## config.mk

```make
export PLATFORM = sky130hd
export DESIGN_NAME = bg_pixel_fetch
export DESIGN_NICKNAME = d
export VERILOG_FILES = /design/src/rtl/bg_pixel_fetch.sv
export SDC_FILE = /design/constraint.sdc
export NUM_CORES = 1
export LEC_CHECK = 0
export BUFFER_PORTS_ARGS = -buffer_cell sky130_fd_sc_hd__buf_2
export CAP_MARGIN = 5
export CORE_MARGIN = 5
export CORE_UTILIZATION = 54
export CTS_BUF_LIST = sky130_fd_sc_hd__clkbuf_8 sky130_fd_sc_hd__clkbuf_16
export DETAILED_ROUTE_END_ITERATION = 7
export GPL_ROUTABILITY_DRIVEN = 0
export PLACE_DENSITY = 0.83
export SLEW_MARGIN = 40
export SYNTH_ARGS = -nofsm -noshare
export SYNTH_HDL_FRONTEND = slang
export SYNTH_SLANG_ARGS = --single-unit
```

## constraint.sdc

```tcl
create_clock -name vga_clk -period 5.2 [get_ports vga_clk]
set_input_delay 0.78 -clock vga_clk [delete_from_list [all_inputs] [get_ports vga_clk]]
set_output_delay 0.78 -clock vga_clk [all_outputs]
set_load 0.01 [all_outputs]
```

## src/rtl/bg_pixel_fetch.sv

```systemverilog
// Background pixel fetch: maps the VGA raster (plus a per-frame vertical scroll) to a ROM address and
// realigns the returned palette index with delayed sync. Define BG_HALF_RES_EN for the 320x240 pixel-doubled image.
module bg_pixel_fetch (
    input  logic        vga_clk,
    input  logic        reset,
    input  logic [9:0]  drawX,
    input  logic [9:0]  drawY,
    input  logic        de_in,
    input  logic        hs_in,
    input  logic        vs_in,
    input  logic        scroll_en,
    input  logic [3:0]  scroll_step,
    output logic [18:0] rom_addr,
    input  logic [3:0]  rom_data,
    output logic [3:0]  index,
    output logic        de_out,
    output logic        hs_out,
    output logic        vs_out,
    output logic [7:0]  frame_cnt
);

`ifdef BG_HALF_RES_EN
    localparam int unsigned IMG_H   = 240;
    localparam int unsigned SHIFT_A = 8;   // 320 = 256 + 64
    localparam int unsigned SHIFT_B = 6;
`else
    localparam int unsigned IMG_H   = 480;
    localparam int unsigned SHIFT_A = 9;   // 640 = 512 + 128
    localparam int unsigned SHIFT_B = 7;
`endif
    localparam int unsigned SCR_W   = 640;
    localparam int unsigned SCR_H   = 480;
    localparam logic [3:0]  BLACK   = 4'h8;

    logic [9:0]  x_img;
    logic [9:0]  y_img;
    logic [10:0] row_sum;
    logic [8:0]  row;
    logic [18:0] addr_c;
    logic [9:0]  scroll_sum;
    logic [8:0]  scroll_next;
    logic [8:0]  scroll_y;
    logic        vs_smp;
    logic        frame_edge;
    logic [1:0]  de_d;
    logic [1:0]  hs_d;
    logic [1:0]  vs_d;

    // Raster to image coordinates, then scrolled row and shift-add address.
    always_comb begin
`ifdef BG_HALF_RES_EN
        x_img = drawX >> 1;
        y_img = drawY >> 1;
`else
        x_img = drawX;
        y_img = drawY;
`endif
        row_sum = 11'(y_img) + 11'(scroll_y);
        if (row_sum >= 11'(IMG_H)) begin
            row_sum = row_sum - 11'(IMG_H);
        end
        row    = 9'(row_sum);
        addr_c = (19'(row) << SHIFT_A) + (19'(row) << SHIFT_B) + 19'(x_img);
        if ((drawX >= 10'(SCR_W)) || (drawY >= 10'(SCR_H))) begin
            addr_c = '0;
        end
    end

    // Scroll offset candidate for the next frame; both operands stay below IMG_H + 16.
    always_comb begin
        scroll_sum = 10'(scroll_y) + 10'(scroll_step);
        if (scroll_sum >= 10'(IMG_H)) begin
            scroll_sum = scroll_sum - 10'(IMG_H);
        end
        scroll_next = 9'(scroll_sum);
    end

    assign frame_edge = vs_smp & ~vs_in;

    always_ff @(posedge vga_clk or posedge reset) begin
        if (reset) begin
            rom_addr  <= '0;
            index     <= BLACK;
            de_d      <= 2'b00;
            hs_d      <= 2'b11;
            vs_d      <= 2'b11;
            de_out    <= 1'b0;
            hs_out    <= 1'b1;
            vs_out    <= 1'b1;
            vs_smp    <= 1'b1;
            frame_cnt <= '0;
            scroll_y  <= '0;
        end else begin
            rom_addr <= addr_c;
            de_d     <= {de_d[0], de_in};
            hs_d     <= {hs_d[0], hs_in};
            vs_d     <= {vs_d[0], vs_in};
            de_out   <= de_d[1];
            hs_out   <= hs_d[1];
            vs_out   <= vs_d[1];
            // rom_data here answers the address issued two edges ago, matching de_d[1]
            index    <= de_d[1] ? rom_data : BLACK;
            vs_smp   <= vs_in;
            if (frame_edge) begin
                frame_cnt <= frame_cnt + 8'd1;
                if (scroll_en) begin
                    scroll_y <= scroll_next;
                end
            end
        end
    end

endmodule

```

# Yosys cells after proc, flatten, opt, wreduce, memory -nomap -nowiden
# Index checks and enable logic that the tools add are counted.
[word_totals]
out_inout_bits = 34
inputBits = 34
word_cells = 30
regBits = 50
[op_classes]
muxes = 4
n_bitwise = 2
reduce_logical = 2
n_lt_le_gt_ge = 4
n_addsub = 7
[op_table]
columns = ["op", "count"]
rows = [
  ["10-bit by 9-bit greater-or-equal comparator with 1-bit output, second input constant", 2],
  ["18-bit by 16-bit adder with 19-bit output", 1],
  ["19-bit by 10-bit adder with 19-bit output", 1],
  ["19-bit two-way mux", 1],
  ["9-bit two-way mux", 2],
  ["9-bit subtractor, second input constant", 2],
  ["10-bit by 9-bit adder with 11-bit output", 1],
  ["11-bit by 9-bit greater-or-equal comparator with 1-bit output, second input constant", 1],
  ["9-bit by 4-bit adder with 10-bit output", 1],
  ["10-bit greater-or-equal comparator, second input constant", 1],
  ["8-bit by 1-bit adder with 8-bit output, second input constant", 1],
  ["4-bit two-way mux", 1],
  ["2-bit AND reduction", 1],
  ["1-bit bitwise AND", 1],
  ["1-bit logical OR", 1],
  ["1-bit inverter", 1],
]

# Depth between registers and ports, before layout
# Gate-level depths: netlist (run 1).
[logic_depth]
word_depth = 6
depth_mapped = 20
ltp_nobuf = 20

# Worst setup path before layout (run 1)
# Ideal clock, no wire load.
[synth_timing]
kind = "input to register"
from = "input drawY[0]"
to = "register rom_addr[16]"
path_buffers = 0
path_slack_ns = 0.903
arrival_time_ns = 4.168
required_time_ns = 5.071
setup_ns = 0.129
path_stages = 20
path_cell_list = "ha_1 inv_1 fa_1 nand2b_1 a21oi_1 nor3_1 o22a_1 ha_1 a32o_1 a21oi_2 xnor2_1 ha_1 ha_1 inv_1 a21oi_1 o21a_1 nor2_1 o21ai_0 xnor2_1 nor2_1"
[synth_between]
elab_chain_cells = 6
word_cells_on_any_way = 9
classes_between = "add/sub: 4; order compare: 2; mux: 2; reduce/logical: 1"
[synth_lines]
columns = ["item", "line", "text"]
rows = [
  ["from (decl)", "7", "input logic [9:0] drawY,"],
  ["10-bit by 9-bit adder with 11-bit output", "58", "row_sum = 11'(y_img) + 11'(scroll_y);"],
  ["9-bit subtractor / 11-bit by 9-bit greater-or-equal comparator with 1-bit output (equally long branches)", "60, 59", ""],
  ["9-bit two-way mux", "59", "if (row_sum >= 11'(IMG_H)) begin"],
  ["18-bit by 16-bit adder with 19-bit output", "63", "addr_c = (19'(row) << SHIFT_A) + (19'(row) << SHIFT_B) + 19'(x_img);"],
  ["19-bit by 10-bit adder with 19-bit output", "63", ""],
  ["19-bit two-way mux *", "64", "if ((drawX >= 10'(SCR_W)) || (drawY >= 10'(SCR_H))) begin"],
  ["named net addr_c[16]", "39", "logic [18:0] addr_c;"],
  ["to (signal assigned)", "94", "rom_addr <= addr_c;"],
  ["to (decl)", "13", "output logic [18:0] rom_addr,"],
]
# The timed path passes the listed nets; every way through them passes the cells marked *.
# A chain may end at the register's enable or synchronous reset.

# Final worst setup path (run 1)
[layout_timing]
from = "input drawY[0]"
to = "register rom_addr[18]"
# The elaborated chain is that of the path after synthesis.

==> results of run 1 <==
==> cells by family (layout without fill, tap and decap cells) <==
family,Yosys count,in the layout,synth area share [%]
AOI/OAI and AO/OA,66,66,15.0
and+or+nand+nor,91,91,15.5
adders and majority gates,36,36,16.1
muxes,3,3,1.26
buffers and inverters,23,94,2.93
xor gates and xnor gates,26,26,7.88
DFF,49,49,41.4
==> cells in the final DEF, fill, tap and decap left out, types with 2 or more instances in the layout <==
cell type	Yosys	layout
nor2b_1	6	6
o21a_1	2	2
inv_1	19	18
o31ai_1	2	2
o21bai_1	2	2
and3_1	2	2
fa_1	4	4
buf_2	1	67
nand2b_1	4	4
xnor2_1	17	17
nand4_1	6	6
dfstp_2	7	7
a21o_1	10	10
nand2_1	23	23
o21ai_1	2	2
a21oi_1	13	13
dfrtp_1	42	42
and2_1	14	14
a32o_1	2	2
xor2_1	8	8
clkbuf_8	0	6
nor2_1	19	19
nand3_1	4	4
a211o_1	2	2
a31oi_1	2	2
o21ai_0	14	14
nor4_1	2	2
mux2_2	2	2
ha_1	32	32
a211oi_1	3	3
a21oi_2	3	3
nor3_1	5	5
==> power breakdown <==
part | leakage [nW] | internal, mW | switching (mW) | total [mW]
clock network | 0.0574 | 0.156 | 0.123 | 0.279
logic | 1.12 | 0.801 | 0.957 | 1.76
registers | 0.609 | 0.472 | 0.0654 | 0.538
total | 1.79 | 1.43 | 1.15 | 2.58
==> cell type report <==
type                       instances  area (um2)  share of cell area (%)
multi-input combinational        222        1660                    47.3
sequential                        49        1230                    35.1
timing repair buffer              67         335                    9.53
tap                               72        90.1                    2.56
clock buffer                       6        82.6                    2.35
inverter                          19        73.8                    2.10
clock inverter                     2        37.5                    1.07
==> stage by stage <==
| step | setup slack [ps] | instances | hold slack [ps] | instance area (um2) | power (mW) |
|---|---|---|---|---|---|
| after floorplan | 903 | 294 | 331 | 2990 | 1.94 |
| after global placement | 638 | 429 | 334 | 3390 | 2.20 |
| after detailed placement | 487 | 429 | 343 | 3400 | 2.26 |
| after CTS | 744 | 437 | 359 | 3520 | 2.58 |
| after global routing | 339 | 437 | 362 | 3520 | 2.86 |
| final | 723 | 437 | 357 | 3520 | 2.58 |
==> worst register-to-register path, delay by kind of cell (launching register included) <==
family                     cells  cell delay, ps
adders and majority gates      5            1400
DFF                            1             400
xor gates and xnor gates       1             240
buffers and inverters          2             110
AOI/OAI and AO/OA              9            1710
and+or+nand+nor                3             380
==> worst paths after layout <==
path	startpoint	end	slack (ps)	depth (start not counted)
max in group asynchronous	reset	rom_addr[12]	4280	2
hold / removal	hs_d[1]	hs_out	360	0
hold reg to reg	hs_d[1]	hs_out	360	0
setup / recovery	drawY[0]	rom_addr[18]	720	21
setup reg to reg	scroll_y[0]	rom_addr[18]	860	20
min in group asynchronous	reset	index[2]	540	2
==> state kept, by name, summed over array words and instances (netlist names) <==
signal     count
hs_out         1
scroll_y       9
index          4
rom_addr      19
de_out         1
frame_cnt      8
vs_d           2
vs_out         1
de_d           2
hs_d           2
==> routing by layer <==
layer | wire length [um] | global-route usage [%] | part of all wire, % | vias to the layer above
met5 | 0 | 0 | 0 | -
met1 | 2410 | 20.9 | 40 | 1081
met3 | 287 | 3.43 | 4.8 | 15
li1 | - | - | - | 1168
met4 | 177 | 7.77 | 3.0 | 0
met2 | 3100 | 31.1 | 52 | 54
==> impl_metrics.env, run 1 <==
export IMPL_status="complete, no violations"
export IMPL_synthDistinctLibCells=49
export IMPL_start_kind="primary input"
export IMPL_min_period_ps=4480
export IMPL_cts_setup_buffers=0
export IMPL_dp_hpwl_mm=4.66
export IMPL_critical_path_arrival_ps=4680
export IMPL_core_area_um2=5440
export IMPL_synth_warnings=0
export IMPL_relSlewSlack_pct=61.0
export IMPL_ir_drop_mv=0.375
export IMPL_max_cap_violations=0
export IMPL_start_util_pct=54.9
export IMPL_fin_util_pct=64.7
export IMPL_drt_iter0_markers=87
export IMPL_max_freq_mhz=223
export IMPL_ys_top_cells_by_count="dfrtp_1, ha_1, nand2_1"
export IMPL_grt_max_degree=50
export IMPL_track_usage_pct=17.6
export IMPL_clock_root_buffer="clkbuf_8"
export IMPL_first_pass_iters=4
export IMPL_grt_pass1_wl_mm=10.3
export IMPL_cts_sinks=49
export IMPL_yosysTopAreaCellShare_pct=35.2
export IMPL_p_per_area_nw_per_um2=732
export IMPL_drc=0
export IMPL_critical_path_buf_inv_count=3
export IMPL_insertion_delay_ps=300
export IMPL_cts_max_path_buffers=2
export IMPL_holdBufCountCts=0
export IMPL_hold_viol=0
export IMPL_vias=2318
export IMPL_io_buffers=67
export IMPL_crit_required_ps=5410
export IMPL_setup_viol=0
export IMPL_critPathMaxFanout=7
export IMPL_synth_largest_area_cell="dfrtp_1"
export IMPL_tightestPinTransition_ps=582
export IMPL_synth_most_common_cell="dfrtp_1"
export IMPL_die_h_um=84.4
export IMPL_nets=434
export IMPL_viasPerCell=5.30
export IMPL_netlist_instances=294
export IMPL_ios=68
export IMPL_ys_ff_latch=49
export IMPL_cpMaxStageDelayCell="fa_1"
export IMPL_die_w_um=84.4
export IMPL_critical_path_max_stage_delay_ps=380
export IMPL_yosysSeqAreaShare_pct=41.4
export IMPL_synth_edf_count=0
export IMPL_num_rows=27
export IMPL_area_growth_pct=17.8
export IMPL_antenna_found_initial=0
export IMPL_routed_wl_mm=5.97
export IMPL_hp_class="reg -> reg"
export IMPL_async_flop_share_pct=100
export IMPL_finalSetupTns_ps=0
export IMPL_drive_gt1_share_pct=26.0
export IMPL_synth_nets=364
export IMPL_antenna_cells=0
export IMPL_die_area_um2=7120
export IMPL_syn_area_per_cell_um2=10.2
export IMPL_worst_setup_path_type="in -> reg"
export IMPL_nFillCells=420
export IMPL_path_cells="buf_2 -> ha_1 -> inv_1 -> fa_1 -> nand2b_1 -> a21oi_1 -> o21a_1 -> o22a_1 -> ha_1 -> a32o_1 -> a21oi_2 -> xnor2_1 -> ha_1 -> ha_1 -> inv_1 -> a21oi_1 -> o21a_1 -> nor2_1 -> o21ai_0 -> a21oi_1 -> nor3_1"
export IMPL_crit_top_cell="ha_1"
export IMPL_grt_pass1_vias=2302
export IMPL_routedWlPerCell_um=13.6
export IMPL_htreeDepth=2
export IMPL_crit_family="compound AO/OA/AOI/OAI gates"
export IMPL_finalCritPeriodShare_pct=86.1
export IMPL_postRouteAntennaNets=0
export IMPL_fin_skew_ps=6.72
export IMPL_numCtsBuffers=5
export IMPL_synth_area_um2=2990
export IMPL_rsz0062_at_grt="no"
export IMPL_p_leak_nw=1.79
export IMPL_clk_pin_slew_ps=90
export IMPL_ctsResizeCount=0
export IMPL_synthTopCellsByArea="dfrtp_1, ha_1, dfstp_2"
export IMPL_cp_end_kind="flop"
export IMPL_synth_main_ff_cell="dfrtp_1"
export IMPL_finalMaxSlewViolations=0
export IMPL_cts_tree="yes"
export IMPL_grt_ovfl_total=0
(Power assumes the default switching activity.)
==> inputs of run 2 (changes only) <==
Settings changed: CORE_ASPECT_RATIO from default to 1.1, MAX_ROUTING_LAYER from default to met4.
==> run 2 against run 1 <==
  * Clock skew is 5.3 ps higher
  * First-iteration DRC count fell by 13%
  * Core utilization rose by 0.86 points
  * Via count shrank 2.0%
  * Non-clock buffer count stayed put
  * Critical path depth stayed put
  * Power down 1.5%
==> impl_metrics.env, run 2 (synthesized netlist as in run 1, its figures left out) <==
export IMPL_critPathMaxFanout=7
export IMPL_postRouteAntennaNets=0
export IMPL_routed_wl_mm=5.71
export IMPL_grt_pass1_vias=2210
export IMPL_fin_cells=440
export IMPL_dp_hpwl_mm=4.62
export IMPL_clock_root_buffer="clkbuf_8"
export IMPL_holdBufCountCts=0
export IMPL_cp_end_kind="flop"
export IMPL_antenna_found_initial=0
export IMPL_cts_tree="yes"
export IMPL_grt_max_degree=50
export IMPL_die_w_um=80.9
export IMPL_cts_max_path_buffers=2
export IMPL_layout_common_cells="buf_2, dfrtp_1, ha_1"
export IMPL_numCtsBuffers=5
export IMPL_finalCritPeriodShare_pct=86.1
export IMPL_nFillCells=441
export IMPL_largest_register_ffs=19
export IMPL_max_freq_mhz=223
export IMPL_tightestPinTransition_ps=696
export IMPL_fin_util_pct=65.5
export IMPL_fin_skew_ps=12.0
export IMPL_cts_sinks=49
export IMPL_finalSetupTns_ps=0
export IMPL_nets=434
export IMPL_hold_viol=0
export IMPL_die_area_um2=7120
export IMPL_dp_cells=432
export IMPL_ios=68
export IMPL_drt_iter0_markers=76
export IMPL_crit_required_ps=5400
export IMPL_vias=2271
export IMPL_layout_commonest_cell="buf_2"
export IMPL_start_kind="primary input"
export IMPL_rsz0062_at_grt="no"
export IMPL_status="complete, no violations"
export IMPL_first_pass_iters=4
export IMPL_num_rows=28
export IMPL_core_area_um2=5360
export IMPL_p_per_area_nw_per_um2=722
export IMPL_max_cap_violations=0
export IMPL_track_usage_pct=17.4
export IMPL_ir_drop_mv=0.373
export IMPL_reg_largest_list="rom_addr x19, scroll_y x9, frame_cnt x8"
export IMPL_cts_setup_buffers=0
export IMPL_worst_setup_path_type="in -> reg"
export IMPL_hp_class="reg -> reg"
export IMPL_critical_path_arrival_ps=4680
export IMPL_htreeDepth=2
export IMPL_clk_pin_slew_ps=90
export IMPL_setup_viol=0
export IMPL_ctsResizeCount=0
export IMPL_relSlewSlack_pct=53.4
export IMPL_start_util_pct=55.7
export IMPL_finalMaxSlewViolations=0
export IMPL_min_period_ps=4480
export IMPL_routedWlPerCell_um=13.0
export IMPL_io_buffers=67
export IMPL_grt_ovfl_total=0
export IMPL_drive_gt1_share_pct=25.8
export IMPL_die_h_um=88.0
export IMPL_area_growth_pct=17.6
export IMPL_grt_pass1_wl_mm=9.54
export IMPL_largest_register="rom_addr"
export IMPL_p_leak_nw=1.79
export IMPL_viasPerCell=5.16
export IMPL_antenna_cells=0
export IMPL_drc=0
export IMPL_insertion_delay_ps=300
-- run 2: cell types whose count changed in the layout (fill, tap and decap cells not counted) --
cell	delta
clkbuf_8	-1
inv_1	+1
clkinv_4	+1
clkinvlp_4	-1
-- run 2: worst max-delay path, cell delays in order --
cell and delay (ps):
buf_2 90, ha_1 150, inv_1 60, fa_1 400, nand2b_1 180, a21oi_1 230
o21a_1 210, o22a_1 270, ha_1 240, a32o_1 240, a21oi_2 100, xnor2_1 210
ha_1 270, ha_1 330, inv_1 60, a21oi_1 180, o21a_1 130, nor2_1 50
o21ai_0 270, a21oi_1 110, nor3_1 130
-- run 2: layout make-up --
cell class                      instances  area, um2  area share, %
Clock buffer                            5       68.8           1.96
Clock inverter                          3       42.5           1.21
Inverter                               19       73.8           2.10
Multi-Input combinational cell        222       1660           47.3
Sequential cell                        49       1230           35.2
Tap cell                               75       93.8           2.67
Timing Repair Buffer                   67        335           9.55
-- run 2: metrics by stage --
step                hold WS, ps  worst slack [ps]  cell area [um2]  power [mW]
floorplan                   331               903             2990        1.94
global placement            331               632             3400        2.20
detailed placement          345               498             3400        2.26
CTS                         360               759             3510        2.55
global route                362               479             3510        2.82
finish                      357               725             3510        2.54
-- run 2: power by group --
part           switching (mW)  total [mW]  internal, mW
sequential             0.0651       0.538         0.473
clock                   0.122       0.264         0.142
combinational           0.935        1.73         0.799
total                    1.12        2.54          1.41
-- run 2: final timing paths --
path / start / endpoint / slack (ps) / cells past startpoint
max: drawY[0] / rom_addr[18] / 720 / 21
min: hs_d[1] / hs_out / 360 / 0
max reg2reg: scroll_y[0] / rom_addr[18] / 870 / 20
min reg2reg: hs_d[1] / hs_out / 360 / 0
max in group asynchronous: reset / rom_addr[15] / 4270 / 2
min in group asynchronous: reset / rom_addr[7] / 540 / 2
-- run 2: metal layers --
layer	vias up	routed length, um	track usage, %
met1	1055	2350	19.9
met5	-	0	-
met3	8	219	3.91
li1	1169	-	-
met4	0	97	4.76
met2	39	3040	30.6
==> inputs of run 3 (changes only) <==
Settings changed: MAX_ROUTING_LAYER met4 to default, SLEW_MARGIN 40 to default.
==> run 3 against run 2 <==
  * Clock skew is 3.3 ps higher
  * Largest power group unchanged
  * Flip-flop and latch count unchanged
  * Clock power is 16% lower
  * Final cell count unchanged
  * Wire length grew 2.0%
  * Maximum frequency fell by 1.3%
  * Sequential share of layout area increased by 0.27 points
  * Sequential power hardly changed
  * Combinational power is essentially flat
==> impl_metrics.env, run 3 (synthesized netlist as in run 1, its figures left out) <==
export IMPL_tightestPinTransition_ps=954
export IMPL_p_leak_nw=1.77
export IMPL_layout_commonest_cell="buf_2"
export IMPL_drt_iter0_markers=42
export IMPL_cp_end_kind="flop"
export IMPL_finalMaxSlewViolations=0
export IMPL_nets=434
export IMPL_layout_common_cells="buf_2, dfrtp_1, ha_1"
export IMPL_io_buffers=67
export IMPL_worst_setup_path_type="in -> reg"
export IMPL_worstSetupStartpoint="drawY[0]"
export IMPL_area_growth_pct=16.8
export IMPL_num_rows=28
export IMPL_numCtsBuffers=5
export IMPL_max_cap_violations=0
export IMPL_grt_ovfl_total=0
export IMPL_first_pass_iters=5
export IMPL_gr_usage_met3_pct=3.60
export IMPL_setup_viol=0
export IMPL_finalCritPeriodShare_pct=87.2
export IMPL_viasPerCell=5.24
export IMPL_grtUsageMet1_pct=20.9
export IMPL_gr_usage_met2_pct=31.0
export IMPL_start_kind="primary input"
export IMPL_start_util_pct=55.7
export IMPL_reg2reg_from="scroll_y[0]"
export IMPL_clock_root_buffer="clkbuf_8"
export IMPL_crit_top_cell="ha_1"
export IMPL_fin_util_pct=65.0
export IMPL_min_period_ps=4530
export IMPL_busiest_layer="met2"
export IMPL_rsz0062_at_grt="no"
export IMPL_cts_max_path_buffers=2
export IMPL_largest_register_ffs=19
export IMPL_dp_hpwl_mm=4.63
export IMPL_clk_pin_slew_ps=100
export IMPL_grt_pass1_vias=2276
export IMPL_cts_setup_buffers=0
export IMPL_critPathMaxFanout=7
export IMPL_path_cells="buf_2 -> ha_1 -> inv_1 -> fa_1 -> nand2b_1 -> a21oi_1 -> o21a_1 -> o22a_1 -> ha_1 -> a32o_1 -> a21oi_2 -> xnor2_1 -> ha_1 -> ha_1 -> inv_1 -> a21oi_1 -> o21a_1 -> nor2_1 -> o21ai_0 -> xnor2_1 -> nor2_1"
export IMPL_critical_path_arrival_ps=4710
export IMPL_p_per_area_nw_per_um2=719
export IMPL_antenna_cells=0
export IMPL_grt_pass1_wl_mm=9.93
export IMPL_max_freq_mhz=221
export IMPL_reg_largest_list="rom_addr x19, scroll_y x9, frame_cnt x8"
export IMPL_status="complete, no violations"
export IMPL_cts_sinks=49
export IMPL_multi_input_area_um2=1660
export IMPL_die_area_um2=7120
export IMPL_critical_path_max_stage_delay_ps=400
export IMPL_die_w_um=80.9
export IMPL_hp_class="reg -> reg"
export IMPL_nFillCells=456
export IMPL_hold_viol=0
export IMPL_holdBufCountCts=0
export IMPL_crit_required_ps=5380
export IMPL_cts_tree="yes"
export IMPL_relSlewSlack_pct=36.3
export IMPL_ff_latch_area_um2=1230
export IMPL_ios=68
export IMPL_fin_skew_ps=15.3
export IMPL_grt_max_degree=50
export IMPL_insertion_delay_ps=310
export IMPL_antenna_found_initial=0
export IMPL_largest_register="rom_addr"
export IMPL_hp_start="hs_d[1]"
export IMPL_cpMaxStageDelayCell="fa_1"
export IMPL_routedWlPerCell_um=13.2
export IMPL_postRouteAntennaNets=0
export IMPL_drc=0
export IMPL_finalSetupTns_ps=0
export IMPL_core_area_um2=5360
export IMPL_vias=2306
export IMPL_drive_gt1_share_pct=25.8
export IMPL_htreeDepth=2
export IMPL_track_usage_pct=17.7
export IMPL_routed_wl_mm=5.82
export IMPL_ir_drop_mv=0.347
export IMPL_ctsResizeCount=0
export IMPL_die_h_um=88.0
run 3: cell count changes in the layout (fill, tap and decap cells not counted):
cell	before	now
clkinvlp_4	0	2
bufinv_16	1	0
clkinv_4	1	0
inv_2	0	1
inv_4	1	0
run 3: cell type report:
type                    instances  share of cell area [%]
multi-input cells             222                    47.7
flip-flops and latches         49                    35.4
clock buffers                   5                    1.97
repair buffers                 67                    9.62
clock inverters                 3                   0.538
inverters                      19                    2.05
well taps                      75                    2.69
run 3: power by group:
part	internal [mW]	leakage (nW)	switching (mW)	total, mW
clock network	0.0929	0.0416	0.128	0.221
logic	0.798	1.12	0.949	1.75
registers	0.472	0.609	0.0646	0.537
run 3: final timing paths:
path | cells past startpoint | endpoint | slack [ps]
max | 21 | rom_addr[16] | 670
max reg2reg | 20 | rom_addr[16] | 810
min reg2reg | 0 | hs_out | 350
max in group asynchronous | 2 | rom_addr[16] | 3910
min in group asynchronous | 2 | de_d[0] | 680
min | 0 | hs_out | 350
run 3: worst max-delay path: cells and delay by family:
kind	cells	cell delay, ps
AOI/OAI and AO/OA	8	1630
xor gates and xnor gates	2	420
adders and majority gates	5	1390
buffers and inverters	3	200
and+or+nand+nor	3	280
run 3: layer usage:
metal | vias to the layer above | wire length, um
met4 | 0 | 166
met5 | - | 0
li1 | 1169 | -
met2 | 49 | 3000
met3 | 14 | 254
met1 | 1074 | 2400
run 3: per-stage QoR:
step                      hold WS, ps  std cells  total power [mW]  setup WS [ps]  cell area [um2]
after floorplan                   331        294              1.94            903             2990
after global placement            331        432              2.20            632             3400
after detailed placement          345        432              2.27            492             3400
after CTS                         355        440              2.52            708             3490
after global routing              362        440              2.81            348             3490
final                             350        440              2.51            667             3490
